## src/rtl/fft_stage_ctrl.sv

```systemverilog
// Frame sequencer for the 64-point radix-2 FFT: load, STG_NUM butterfly stages over
// ping-pong banks, bit-reversed unload. Optional block scaling under `FFT_CTRL_SCALE_EN.
`ifndef STG_WID
`define STG_WID 3
`endif

module fft_stage_ctrl #(
  parameter int unsigned FFT_LEN  = 64,
  parameter int unsigned ADDR_WID = 6,
  parameter int unsigned STG_NUM  = 6,
  parameter int unsigned BFLY_LAT = 3
) (
  input  logic                  clk,
  input  logic                  rst_n,
  input  logic                  start_i,
  output logic                  busy_o,
  output logic                  done_o,
  input  logic                  din_vld_i,
  output logic                  din_rdy_o,
  output logic                  ld_we_o,
  output logic [ADDR_WID-1:0]   ld_addr_o,
  output logic [`STG_WID-1:0]   stage_o,
  output logic                  bf_en_o,
  output logic                  wb_en_o,
  output logic                  bank_sel_o,
  output logic                  dout_vld_o,
  input  logic                  dout_rdy_i,
  output logic [ADDR_WID-1:0]   ul_addr_o,
  output logic                  dout_last_o
`ifdef FFT_CTRL_SCALE_EN
  ,
  output logic                  scale_o,
  output logic [`STG_WID-1:0]   blk_exp_o
`endif
);

  localparam int unsigned STG_W = `STG_WID;
  localparam int unsigned LAT_W = $clog2(BFLY_LAT + 1);

  typedef enum logic [2:0] {
    S_IDLE, S_LOAD, S_CALC, S_WAIT, S_UNLOAD, S_DONE
  } state_t;

  state_t             state, state_nxt;
  logic [ADDR_WID-1:0] cnt;
  logic [STG_W-1:0]   stage;
  logic [LAT_W-1:0]   lat_cnt;
  logic               bank_sel;
  logic               cnt_last, lat_zero, stg_last;
`ifdef FFT_CTRL_SCALE_EN
  logic [STG_W-1:0]   blk_exp;
`endif

  assign cnt_last = (cnt == ADDR_WID'(FFT_LEN - 1));
  assign lat_zero = (lat_cnt == '0);
  assign stg_last = (stage == STG_W'(STG_NUM - 1));

  function automatic logic [ADDR_WID-1:0] bitrev(input logic [ADDR_WID-1:0] a);
    logic [ADDR_WID-1:0] r;
    for (int i = 0; i < ADDR_WID; i++) r[i] = a[ADDR_WID-1-i];
    return r;
  endfunction

  // State register
  always_ff @(posedge clk or negedge rst_n) begin
    if (!rst_n) state <= S_IDLE;
    else        state <= state_nxt;
  end

  // Next-state logic
  always_comb begin
    state_nxt = state;
    case (state)
      S_IDLE:   if (start_i) state_nxt = S_LOAD;
      S_LOAD:   if (din_vld_i && cnt_last) state_nxt = S_CALC;
      S_CALC:   state_nxt = S_WAIT;
      S_WAIT:   if (lat_zero) state_nxt = stg_last ? S_UNLOAD : S_CALC;
      S_UNLOAD: if (dout_rdy_i && cnt_last) state_nxt = S_DONE;
      S_DONE:   state_nxt = S_IDLE;
      default:  state_nxt = S_IDLE;
    endcase
  end

  // Sample counter, stage index, latency counter and bank select
  always_ff @(posedge clk or negedge rst_n) begin
    if (!rst_n) begin
      cnt      <= '0;
      stage    <= '0;
      lat_cnt  <= '0;
      bank_sel <= 1'b0;
`ifdef FFT_CTRL_SCALE_EN
      blk_exp  <= '0;
`endif
    end else begin
      case (state)
        S_IDLE: if (start_i) begin
          cnt <= '0;
`ifdef FFT_CTRL_SCALE_EN
          blk_exp <= '0;
`endif
        end
        S_LOAD: if (din_vld_i) begin
          cnt <= cnt + ADDR_WID'(1);
          if (cnt_last) begin
            stage    <= '0;
            bank_sel <= 1'b0;
          end
        end
        S_CALC: lat_cnt <= LAT_W'(BFLY_LAT - 1);
        S_WAIT: begin
          if (lat_zero) begin
            bank_sel <= ~bank_sel;
`ifdef FFT_CTRL_SCALE_EN
            blk_exp  <= blk_exp + STG_W'(1);
`endif
            if (stg_last) cnt   <= '0;
            else          stage <= stage + STG_W'(1);
          end else begin
            lat_cnt <= lat_cnt - LAT_W'(1);
          end
        end
        S_UNLOAD: if (dout_rdy_i) cnt <= cnt + ADDR_WID'(1);
        default: ;
      endcase
    end
  end

  // Outputs decoded from registered state; only ld_we_o sees an input
  always_comb begin
    busy_o      = (state != S_IDLE);
    done_o      = (state == S_DONE);
    din_rdy_o   = (state == S_LOAD);
    ld_we_o     = (state == S_LOAD) && din_vld_i;
    ld_addr_o   = (state == S_LOAD) ? cnt : '0;
    stage_o     = (state == S_CALC || state == S_WAIT) ? stage : '0;
    bf_en_o     = (state == S_CALC);
    wb_en_o     = (state == S_WAIT) && lat_zero;
    bank_sel_o  = bank_sel;
    dout_vld_o  = (state == S_UNLOAD);
    ul_addr_o   = (state == S_UNLOAD) ? bitrev(cnt) : '0;
    dout_last_o = (state == S_UNLOAD) && cnt_last;
`ifdef FFT_CTRL_SCALE_EN
    scale_o     = (state == S_CALC || state == S_WAIT);
    blk_exp_o   = blk_exp;
`endif
  end

endmodule

```

## config.mk

```make
export PLATFORM = sky130hd
export DESIGN_NAME = fft_stage_ctrl
export DESIGN_NICKNAME = d
export VERILOG_FILES = /design/src/rtl/fft_stage_ctrl.sv
export SDC_FILE = /design/constraint.sdc
export NUM_CORES = 1
export LEC_CHECK = 0
export CAP_MARGIN = 0
export CORE_MARGIN = 4
export CORE_UTILIZATION = 52
export DETAILED_ROUTE_END_ITERATION = 10
export PLACE_DENSITY = 0.84
export SLEW_MARGIN = 10
export SYNTH_ARGS = -nofsm -noshare
export SYNTH_HDL_FRONTEND = slang
export SYNTH_SLANG_ARGS = --single-unit
```

## constraint.sdc

```tcl
create_clock -name clk -period 3.1 [get_ports clk]
set_clock_uncertainty 0.15 [all_clocks]
set_input_delay 0.31 -clock clk [delete_from_list [all_inputs] [get_ports clk]]
set_output_delay 0.31 -clock clk [all_outputs]
set_load 0.02 [all_outputs]
```

==> results.cfg <==
[status]
outcome = completed

[clock_tree]
cts.hold.buffers_added = 0
clock_tree.htree_level_count = 1
clk_root_buffer_cell = sky130_fd_sc_hd__clkbuf_4
cts_tree = yes
tritoncts_buffers = 3
clk-insertion-delay-late_ns = 0.29
tritoncts_num_sinks = 15
clock_path_buffers = 2
cts_setup_buffers = 0
resized_cells_post_cts = 0
clock_input_transition_at_the_sequential_cells_of_the_worst_setup_and_hold_paths_ns = 0.10

[detailed_routing]
vias = 1049
first_iter_violations = 35
vias_per_cell = 5.83
detail_route.wirelength_mm = 2.69
antenna_violating_nets_post_route = 0
drt_drc_violations_left = 0
drt_first_pass_iters = 4
detail_route.wl_per_cell_um = 14.9

[cells_and_area]
finish.net_count = 163
antennaDiodeCount = 0
final_util = 0.705
final_design_area_no_fill_um2 = 1430
final_layout_size_suffix_gt1_frac = 0.0719
layout-area-overhead-vs-synth_pct = 26.1

[timing]
final-hold-violation-count = 0
setup_violations = 0
maxSlewViolCount = 0
timing.fmax_ghz = 0.357
tightest_slew_ns = 0.695
period_utilization_post_route = 0.904
layout_min_cycle_time_ns = 2.80
fin_hold_ws_ns = 0.282
fin_setup_tns_ns = 0
slew_headroom = 0.535
rsz0062_at_grt = no

[critical_path]
timing.critical_path.arrival_ns = 2.34
critical_path_class = reg2out
worst_ep_required_time_ns = 2.64
worstSetupEndpointType = output port
worstReg2RegEnd = stage[1]$_DFFE_PN0P_
critPathMaxFanout = 22
ff2ff_path_depth = 4
regToRegStartpoint = state[0]$_DFFE_PN0P_
reg2reg_slack_ns = 1.06
category_of_the_worst_setup_path_launch_point = flop

[synth]
yosys_warnings = 0
ys_seq_elements = 15
post_synth_instance_area_um2 = 1130
synth_largest_type_area_fraction = 0.332
synth.top_cells.by_area = sky130_fd_sc_hd__dfrtp_1 33%, sky130_fd_sc_hd__and2_1 7.8%, sky130_fd_sc_hd__ha_1 4.4%
ys_seq_area_frac = 0.332
synthesized_net_count = 135
synth.distinct_cells = 44
postSynthAreaPerCell_um2 = 8.97
netlist_instances = 126
yosys.area.top_type = sky130_fd_sc_hd__dfrtp_1

[floorplan]
placeableCoreArea_um2 = 2020
row_count = 16
floorplan.die_area_um2 = 2980
floorplan.die.height_um = 54.6
top_level_ports = 29
floorplan.initialDensity = 0.559
die_x_um = 54.6

[placed_design]
dp_hpwl_mm = 2.05
gp_congestion = 0.883
dpl_cell_area_um2 = 1400
portBuffers = 28

[global_routing]
number_of_antenna_violations_at_the_first_check_in_global_routing = 0
vias_in_the_first_global_route = 1047
grt.overflow.total = 0
grtUsageTotal = 0.222
grt_first_pass_wirelength_mm = 4.70
grt_max_degree = 23

[pwr]
leakagePower_nw = 0.590
ir_drop_mv = 0.428
total_power_mw = 1.01
pwr_density_cell_nw_per_um2 = 710

[run]
drv.max_cap_violation_count = 0

[hold_path]
timing.hold.worst.class = in2async
## power by group
group          total [mW]  switching, mW  internal (mW)
clock               0.117         0.0665         0.0500
sequential          0.365          0.101          0.264
combinational       0.531          0.274          0.257
## registers in the layout (all words and copies together) (netlist names)
| signal | count |
|---|---|
| bank_sel_o | 1 |
| cnt | 6 |
| state | 3 |
| stage | 3 |
| lat_cnt | 2 |
## Yosys cell counts, drive strengths merged
master / instances
a2111oi: 1
a211o: 1
a21o: 1
a21oi: 4
a221o: 1
a22o: 1
a22oi: 3
a31oi: 2
a32o: 1
and2: 14
and3: 4
and3b: 1
and4b: 1
buf: 4
clkbuf: 2
dfrtp: 15
ha: 4
inv: 6
mux2: 1
mux2i: 2
nand2: 5
nand2b: 4
nand3: 6
nand3b: 2
nand4: 2
nand4b: 1
nor2: 8
nor2b: 3
nor3: 4
nor3b: 3
nor4: 1
o21ai: 8
o21bai: 1
o22ai: 1
o31ai: 2
o41ai: 2
or2: 1
or3: 2
xnor2: 1
## layout by cell type (no fill, tap or decap), types with 4 or more instances in the layout
master | netlist | routed
sky130_fd_sc_hd__nor2_1 | 8 | 8
sky130_fd_sc_hd__dfrtp_1 | 15 | 15
sky130_fd_sc_hd__clkdlybuf4s50_1 | 0 | 28
sky130_fd_sc_hd__inv_1 | 6 | 6
sky130_fd_sc_hd__nand3_1 | 6 | 6
sky130_fd_sc_hd__ha_1 | 4 | 4
sky130_fd_sc_hd__and3_1 | 4 | 4
sky130_fd_sc_hd__a21oi_1 | 4 | 4
sky130_fd_sc_hd__and2_1 | 14 | 14
sky130_fd_sc_hd__nand2b_1 | 4 | 4
sky130_fd_sc_hd__o21ai_0 | 7 | 7
sky130_fd_sc_hd__nand2_1 | 5 | 5
## worst max path at each step
stage                         startpoint           to  slack, ns  cells past startpoint
floorplan           state[2]$_DFFE_PN0P_  dout_last_o        1.0                      4
global placement    state[0]$_DFFE_PN0P_      ld_we_o       0.68                      4
global route        state[0]$_DFFE_PN0P_      ld_we_o       0.11                      4
CTS                 state[0]$_DFFE_PN0P_      ld_we_o       0.31                      4
detailed placement  state[0]$_DFFE_PN0P_      ld_we_o       0.62                      4
finish              state[0]$_DFFE_PN0P_      ld_we_o       0.30                      4
## metal layers
| layer | track usage | vias up | part of all wire |
|---|---|---|---|
| met5 | 0 | - | 0 |
| met4 | 0.0996 | 0 | 0.016 |
| met3 | 0.0436 | 4 | 0.055 |
| met2 | 0.364 | 34 | 0.48 |
| met1 | 0.277 | 496 | 0.45 |
| li1 | - | 515 | - |
## logic make-up (layout without fill, tap and decap cells)
family                   after synthesis  after routing  share of synthesized area
AO/OA/AOI/OAI                         29             29                      0.185
XOR/XNOR                               1              1                    0.00775
adder cells (fa/ha/maj)                4              4                     0.0443
buffers and inverters                 12             39                     0.0664
flip-flops                            15             15                      0.332
multiplexers                           3              3                     0.0277
AND/OR/NAND/NOR                       62             62                      0.337
## metrics by stage
stage               std cells  setup slack, ns
detailed placement        176            0.617
global placement          176            0.682
floorplan                 126            0.996
finish                    180            0.299
CTS                       180            0.306
global route              180            0.111
## critical path, cell delays in order (launching register included)
cell and delay (ns):
sky130_fd_sc_hd__dfrtp_1 0.75, sky130_fd_sc_hd__nor3b_2 0.50, sky130_fd_sc_hd__nand2_1 0.13, sky130_fd_sc_hd__inv_1 0.07, sky130_fd_sc_hd__clkdlybuf4s50_1 0.59
## final cells by class
type | instances | area, um2
clock buffers | 4 | 26.3
fillers | 157 | 597
inverters | 6 | 22.5
multi-input cells | 99 | 679
flip-flops and latches | 15 | 375
well taps | 27 | 33.8
repair buffers | 29 | 288
(Power assumes the default switching activity.)
